[config.mk]
export PLATFORM = sky130hd
export DESIGN_NAME = word_serializer
export DESIGN_NICKNAME = d
export VERILOG_FILES = /design/src/rtl/serdes_pkg.sv /design/src/rtl/bit_tick_gen.sv /design/src/rtl/word_serializer.sv
export SDC_FILE = /design/constraint.sdc
export NUM_CORES = 1
export LEC_CHECK = 0
export BUFFER_PORTS_ARGS = -buffer_cell sky130_fd_sc_hd__buf_2
export CAP_MARGIN = 30
export CORE_MARGIN = 8
export CORE_UTILIZATION = 35
export DETAILED_ROUTE_END_ITERATION = 6
export MAX_ROUTING_LAYER = met4
export SLEW_MARGIN = 20
export SYNTH_ARGS = -nofsm -noshare
export SYNTH_HDL_FRONTEND = slang
export SYNTH_SLANG_ARGS = --single-unit
[constraint.sdc]
create_clock -name clk -period 2.54 [get_ports clk]
set_clock_uncertainty 0.2 [all_clocks]
set_input_delay 0.254 -clock clk [delete_from_list [all_inputs] [get_ports clk]]
set_output_delay 0.254 -clock clk [all_outputs]
set_load 0.01 [all_outputs]
[src/rtl/serdes_pkg.sv]
// Shared types and constants for the word serializer path.
package serdes_pkg;
  localparam int WORD_W = 16;
  localparam int CNT_W  = 5;
  localparam int DIV_W  = 8;

  typedef enum logic {
    IDLE  = 1'b0,
    SHIFT = 1'b1
  } state_t;
endpackage

[src/rtl/bit_tick_gen.sv]
// Bit-period divider: tick is high for one cycle every CLK_DIV cycles while run is high.
// load restarts the period so the first tick lands CLK_DIV cycles after the load edge.
module bit_tick_gen import serdes_pkg::*; #(
  parameter int CLK_DIV = 1
) (
  input  logic clk,
  input  logic resetb,
  input  logic load,
  input  logic run,
  output logic tick
);
  localparam logic [DIV_W-1:0] RELOAD = DIV_W'(CLK_DIV - 1);

  logic [DIV_W-1:0] div_q;
  logic [DIV_W-1:0] div_d;

  assign tick = run && (div_q == '0);

  always_comb begin
    div_d = div_q;
    if (load || tick) begin
      div_d = RELOAD;
    end else if (run) begin
      div_d = div_q - DIV_W'(1);
    end
  end

  always_ff @(posedge clk or negedge resetb) begin
    if (!resetb) begin
      div_q <= '0;
    end else begin
      div_q <= div_d;
    end
  end
endmodule

[src/rtl/word_serializer.sv]
// Parallel-to-serial word transmitter, MSB first, one strobe per bit every CLK_DIV cycles.
// First strobe CLK_DIV cycles after accept; a new word is taken in IDLE or on the last strobe.
module word_serializer #(
  parameter int CLK_DIV = 1,
  parameter int WORD_W  = 16
) (
  input  logic              clk,
  input  logic              resetb,
  input  logic [WORD_W-1:0] data_i,
  input  logic              valid_i,
  output logic              ready_o,
  output logic              ser_o,
  output logic              ser_en_o,
  output logic              busy_o,
  output logic              done_o
);
  localparam int CNT_W = serdes_pkg::CNT_W;

  if (CLK_DIV < 1 || CLK_DIV > 256) begin : g_bad_clk_div
    $error("word_serializer: CLK_DIV must be within 1..256");
  end
  if (WORD_W != serdes_pkg::WORD_W) begin : g_bad_word_w
    $error("word_serializer: WORD_W must be 16");
  end

  serdes_pkg::state_t state_q;
  logic [WORD_W-1:0]  shreg_q;
  logic [CNT_W-1:0]   cnt_q;
  logic               ready_en_q;
  logic               strobe;
  logic               last;
  logic               accept;

  bit_tick_gen #(
    .CLK_DIV (CLK_DIV)
  ) u_tick (
    .clk    (clk),
    .resetb (resetb),
    .load   (accept),
    .run    (busy_o),
    .tick   (strobe)
  );

  assign busy_o   = (state_q == serdes_pkg::SHIFT);
  assign last     = strobe && (cnt_q == CNT_W'(WORD_W - 1));
  // ready_en_q keeps ready_o low until the first edge after reset release.
  assign ready_o  = ready_en_q && ((state_q == serdes_pkg::IDLE) || last);
  assign accept   = valid_i && ready_o;
  assign ser_en_o = strobe;
  assign done_o   = last;
  assign ser_o    = busy_o && shreg_q[WORD_W-1];

  always_ff @(posedge clk or negedge resetb) begin
    if (!resetb) begin
      state_q    <= serdes_pkg::IDLE;
      shreg_q    <= '0;
      cnt_q      <= '0;
      ready_en_q <= 1'b0;
    end else begin
      ready_en_q <= 1'b1;
      if (accept) begin
        shreg_q <= data_i;
        cnt_q   <= '0;
        state_q <= serdes_pkg::SHIFT;
      end else if (strobe) begin
        shreg_q <= {shreg_q[WORD_W-2:0], 1'b0};
        cnt_q   <= cnt_q + CNT_W'(1);
        if (last) begin
          state_q <= serdes_pkg::IDLE;
        end
      end
    end
  end
endmodule

; Word level (Yosys, flattened, before mapping)
; Index checks and enable logic that the tools add are counted.
[totals]
reg_bits = 31
out_inout_bits = 5
wordCells = 30
inputBits = 19
[op_classes]
n_addsub = 2
muxes = 9
bitwise = 1
n_eq_ne = 1
reduce_logical = 12
[op_table]
columns = operator, n
row1 = two-way mux 16 bit, 2
row2 = two-way mux 8 bit, 2
row3 = two-way mux 5 bit, 2
row4 = logical NOT 8 bit, 1
row5 = "subtractor 8 x 1 -> 8 bit, second input constant", 1
row6 = nonzero test 2 bit, 3
row7 = "adder 5 x 1 -> 5 bit, second input constant", 1
row8 = "== test 5 x 4 -> 1 bit, second input constant", 1
row9 = logical AND 1 bit, 5
row10 = two-way mux 1 bit, 3
row11 = logical OR 1 bit, 2
row12 = AND reduction 2 bit, 1
row13 = inverter 1 bit, 1

; Depth between registers and ports, before layout
[logic_depth]
word_depth = 8
mapped_depth = 8
ltp_nobuf = 7

; Cells and area by module
; A second synthesis with hierarchy kept.
[hier_totals]
hier_cells = 136
area_unflattened_um2 = 1676.6
[by_module_without_submodules]
columns = mod, cells_each, area_per_inst_um2, n_inst, seq_area_each_um2
row1 = word_serializer, 84, 1188.6, 1, 575.6
row2 = bit_tick_gen, 52, 488.0, 1, 200.2

; Worst setup path after synthesis
; OpenSTA, ideal clock, no wires.
[synth_timing]
path_kind = reg-to-reg
from = register cnt_q[0]
to = register shreg_q[11]
arrival_time_ns = 1.945
period_less_slack_ns = 2.270
path_stages_with_launch = 9
setup_ns = 0.125
required_ns = 2.215
n_path_buf = 1
slack_ns = 0.270
path_cell_list = dfrtp_1 ha_1 and3_1 ha_1 and4bb_2 a21bo_1 and2b_4 buf_8 mux2_4
[synth_via]
elab_chain_len = 6
word_cells_on_any_way = 7
cone_classes = 1 x eq/ne / 1 x mux / 5 x reduce/logical
[synth_lines]
columns = element, line
row1 = from (decl), word_serializer.sv:28  ; logic [CNT_W-1:0] cnt_q;
row2 = from (signal assigned), word_serializer.sv:67  ; cnt_q <= cnt_q + CNT_W'(1);
row3 = == test 5 x 4 -> 1 bit (*), word_serializer.sv:45  ; assign last = strobe && (cnt_q == CNT_W'(WORD_W - 1));
row4 = logical AND 1 bit (*), word_serializer.sv:45
row5 = logical OR 1 bit (*), word_serializer.sv:47  ; assign ready_o = ready_en_q && ((state_q == serdes_pkg::IDLE) || last);
row6 = logical AND 1 bit (*), word_serializer.sv:47
row7 = logical AND 1 bit (*), word_serializer.sv:48  ; assign accept = valid_i && ready_o;
row8 = two-way mux 16 bit / nonzero test 2 bit (equally long branches), -
row9 = to (signal assigned), word_serializer.sv:62  ; shreg_q <= data_i;
row10 = to (signal assigned), word_serializer.sv:66  ; shreg_q <= {shreg_q[WORD_W-2:0], 1'b0};
row11 = to (decl), word_serializer.sv:27  ; logic [WORD_W-1:0] shreg_q;
; Every way passes the cells marked *; elsewhere a longest branch is shown, timed or not.
; A chain may end at the register's enable or synchronous reset.

; Final worst setup path
[layout_timing]
from = register cnt_q[0]
to = output port ready_o
[layout_via]
elab_chain_len = 4
[layout_lines]
columns = element, line
row1 = == test 5 x 4 -> 1 bit, word_serializer.sv:45
row2 = logical AND 1 bit, word_serializer.sv:45
row3 = logical OR 1 bit, word_serializer.sv:47
row4 = logical AND 1 bit, word_serializer.sv:47
row5 = to (decl), word_serializer.sv:11  ; output logic ready_o,
; Every way passes these cells.

==> results.md <==
* Drt wl/cell at 13.7 um
* Net Sw Frac at 28.9%
* Post-route DRC violation count at 0
* Starting density of the core at 35.7%
* I/O Pins at 24
* Mapped Cells at between 100 and 150
* Fin crit share at ~96%
* Total negative slack at 0 ns
* Top FF cell, synth: dfrtp_1
* Port bufs at 23
* Worst setup SP type: register
* Die H at roughly 85 um
* 1st-iter DRT viols at 34
* Final Instance Area at 1960 um^2
* Setup ws final at around 0.11 ns
* Final HPWL from detailed placement at roughly 2100 um
* Main area contributors after synthesis: dfrtp_1 (47%), mux2_4 (17%), mux2_2 (7.5%), nor2_1 (3.0%), xnor2_1 (2.6%)
* Core area at about 4600 um^2
* Combinational power share at between 30% and 40%
* # rows at 25
* Worst-path cell chain: ha_2, and3_1, ha_1, and4bb_2, a21bo_1, and2_1, buf_2
* TritonCTS Buffers at 5
* Maxcap violations at 0
* H-tree levels at 2
* Syn avg cell area at between 10 and 15 um^2
* FMAX at 0.411 GHz
* ANT nets after route at 0
* Slowest Stage Delay on Critical Path at slightly above 0.4 ns
* CTS tree: built
* Post-CTS Setup Repair Bufs at 0
* Largest net degree at the start of global routing at 32
* CP max-delay cell: dfrtp_1
* CTS root buffer: clkbuf_8
* CP Class: register to primary output
* Yosys warnings at 0
* Reg power frac at 43.6%
* Area grow syn2layout at 18.3%
* Most common cell after layout, fill and taps aside: dfrtp_1
* Vias in the first global route at ~1.2k
* Top cell type's share of synthesized area at between 40% and 50%
* # setup viols final at 0
* Synth Net Count at 147
* Pre-antenna DRT Iters at 3
* Yosys reg bits at 31
* Die width at 84.7 um
* Hold crit path type: input port to register
* Layout cells sized above 1 at around 43%
* Via density at 4.75
* First-pass GRT wire length at approximately 5200 um
* Final Hold Fails at 0
* CP required at 2.09 ns
* Internal power at roughly 0.0014 W
* PD cells at between 1000 and 1500 nW/um^2
* Synth async-reset ratio at 100%
* Initial antenna violation count at 0
* Vias at just over 1k
* Remaining Overflow, GRT at 0
* Peak VDD IR at roughly 0.00044 V
* Mapped Area at about 1700 um^2
* RSZ-0062 raised after global routing: false
* Library cells used by synthesis at 29
* Final net count at 180
* # diodes at 0
* Sequential cell area fraction in the yosys report at ~47%
* Sink Count at 31
* GP Congestion at 0.746
* Most frequent cells in the layout: dfrtp_1 (31), buf_2 (23), mux2_4 (19)
* Tmin final at roughly 2.4 ns
* Worst path arrival time at 1.98 ns
* Worst Tran Pin Value at about 0.7 ns
* Design Power at slightly below 0.002 W
* Worst Path Buf+Inv at 1
* Reg clk slew, reported paths at roughly 0.06 ns
* Crit. End Element: primary output
* Top delay family on crit path: simple AND/OR/NAND/NOR gates
* Clk pwr share at roughly a fifth
* Relative slew margins at between 50% and 60%
* Pre-CTS WS at around 0.16 ns
* Worst-path maximum fanout at 3
* Hold slack final at between 0.009 and 0.01 ns
* Die ar. at between 7000 and 8000 um^2
* Max Slew Vio Count at 0
* EDFF count, synth at 0
* Psw at between 0.0005 and 0.0006 W
* Global-route usage over all layers at 9.17%
* Clock Path Buffers at 2
* Worst skew pair latency at 0.27 ns
* Status: finished, final reports clean
* Area leader, netlist: dfrtp_1
* Lkg Pwr at about 0.94 nW
* Placed cell areas at ~1800 um^2
* Final wirelength at ~2900 um
-- metal layers --
metal / vias up / share of wire [%] / track usage (%)
met3: 0 / 3.7 / 2.54
met5: - / 0 / -
li1: 495 / - / -
met1: 495 / 45 / 10.5
met4: 0 / 0 / 2.59
met2: 21 / 52 / 15.3
-- synthesized netlist by cell type, types with 2 or more instances --
cell      instances
inv_1             4
nor2_1           13
buf_8             2
nand3_1           2
a211oi_1          2
dfrtp_1          31
xor2_1            5
and2_1            2
ha_1              3
nand2_1           7
xnor2_1           5
buf_6             2
mux2_2           11
mux2_4           19
and3_1            3
-- final cells by class --
cell class | instances | area (um^2)
sequential | 31 | 776
tap | 54 | 67.6
inverter | 5 | 21.3
multi-input combinational | 85 | 807
clock buffer | 8 | 100
fill | 433 | 2670
timing repair buffer | 30 | 185
-- cell families (layout without fill, tap and decap cells) --
family | after synthesis | count (layout) | share of synthesized area, %
fa+ha+maj | 3 | 3 | 2.27
xor+xnor | 10 | 10 | 5.29
flops | 31 | 31 | 46.9
simple gates | 35 | 35 | 13.4
compound gates | 5 | 5 | 2.12
mux | 31 | 31 | 25.3
other cells | 1 | 1 | 0.227
buf+inv | 9 | 43 | 4.46
-- through the flow --
step                      utilization (%)  instances
final                                42.3        213
after global routing                 42.3        213
after CTS                            42.2        213
after detailed placement             38.5        198
after global placement               38.5        198
after floorplan                         -        125
-- worst reg2reg max path: cells and delay by family, from the launching register on --
family          cells  cell delay [ns]
compound gates      1             0.14
simple gates        3             0.80
flops               1             0.39
fa+ha+maj           2             0.35
mux                 1             0.38
-- state kept, by name, indices dropped and copies added, names as in the netlist --
| name | cells |
|---|---|
| cnt_q | 5 |
| ready_en_q | 1 |
| busy_o | 1 |
| u_tick.div_q | 8 |
| shreg_q | 16 |
-- power by group through the flow --
stage                     Clock (W)  Sequential (W)  Combinational [W]
final                      0.000419        0.000866           0.000699
after global placement            0        0.000865           0.000672
after CTS                  0.000437        0.000868           0.000711
after floorplan                   0        0.000831           0.000597
after global routing       0.000458        0.000901           0.000777
after detailed placement          0        0.000876           0.000697
-- what timing repair did --
item | in CTS | in global routing
hold buffers | 7 | 0
hold endpoints to repair | 37 | 0
resized for setup | 0 | 1
setup endpoints to repair | 0 | 1
-- final timing paths --
check | startpoint | endpoint | slack [ns] | cells after the start
worst max-delay path | cnt_q[0] | ready_o | 0.11 | 7
max in group asynchronous | resetb | shreg_q[3] | 1.32 | 2
worst min-delay path | data_i[6] | shreg_q[6] | 0.01 | 2
worst max register to register | cnt_q[0] | shreg_q[10] | 0.17 | 7
worst min register to register | ready_en_q | busy_o | 0.32 | 2
min in group asynchronous | resetb | u_tick.div_q[6] | 0.36 | 2
(Power assumes the default switching activity.)
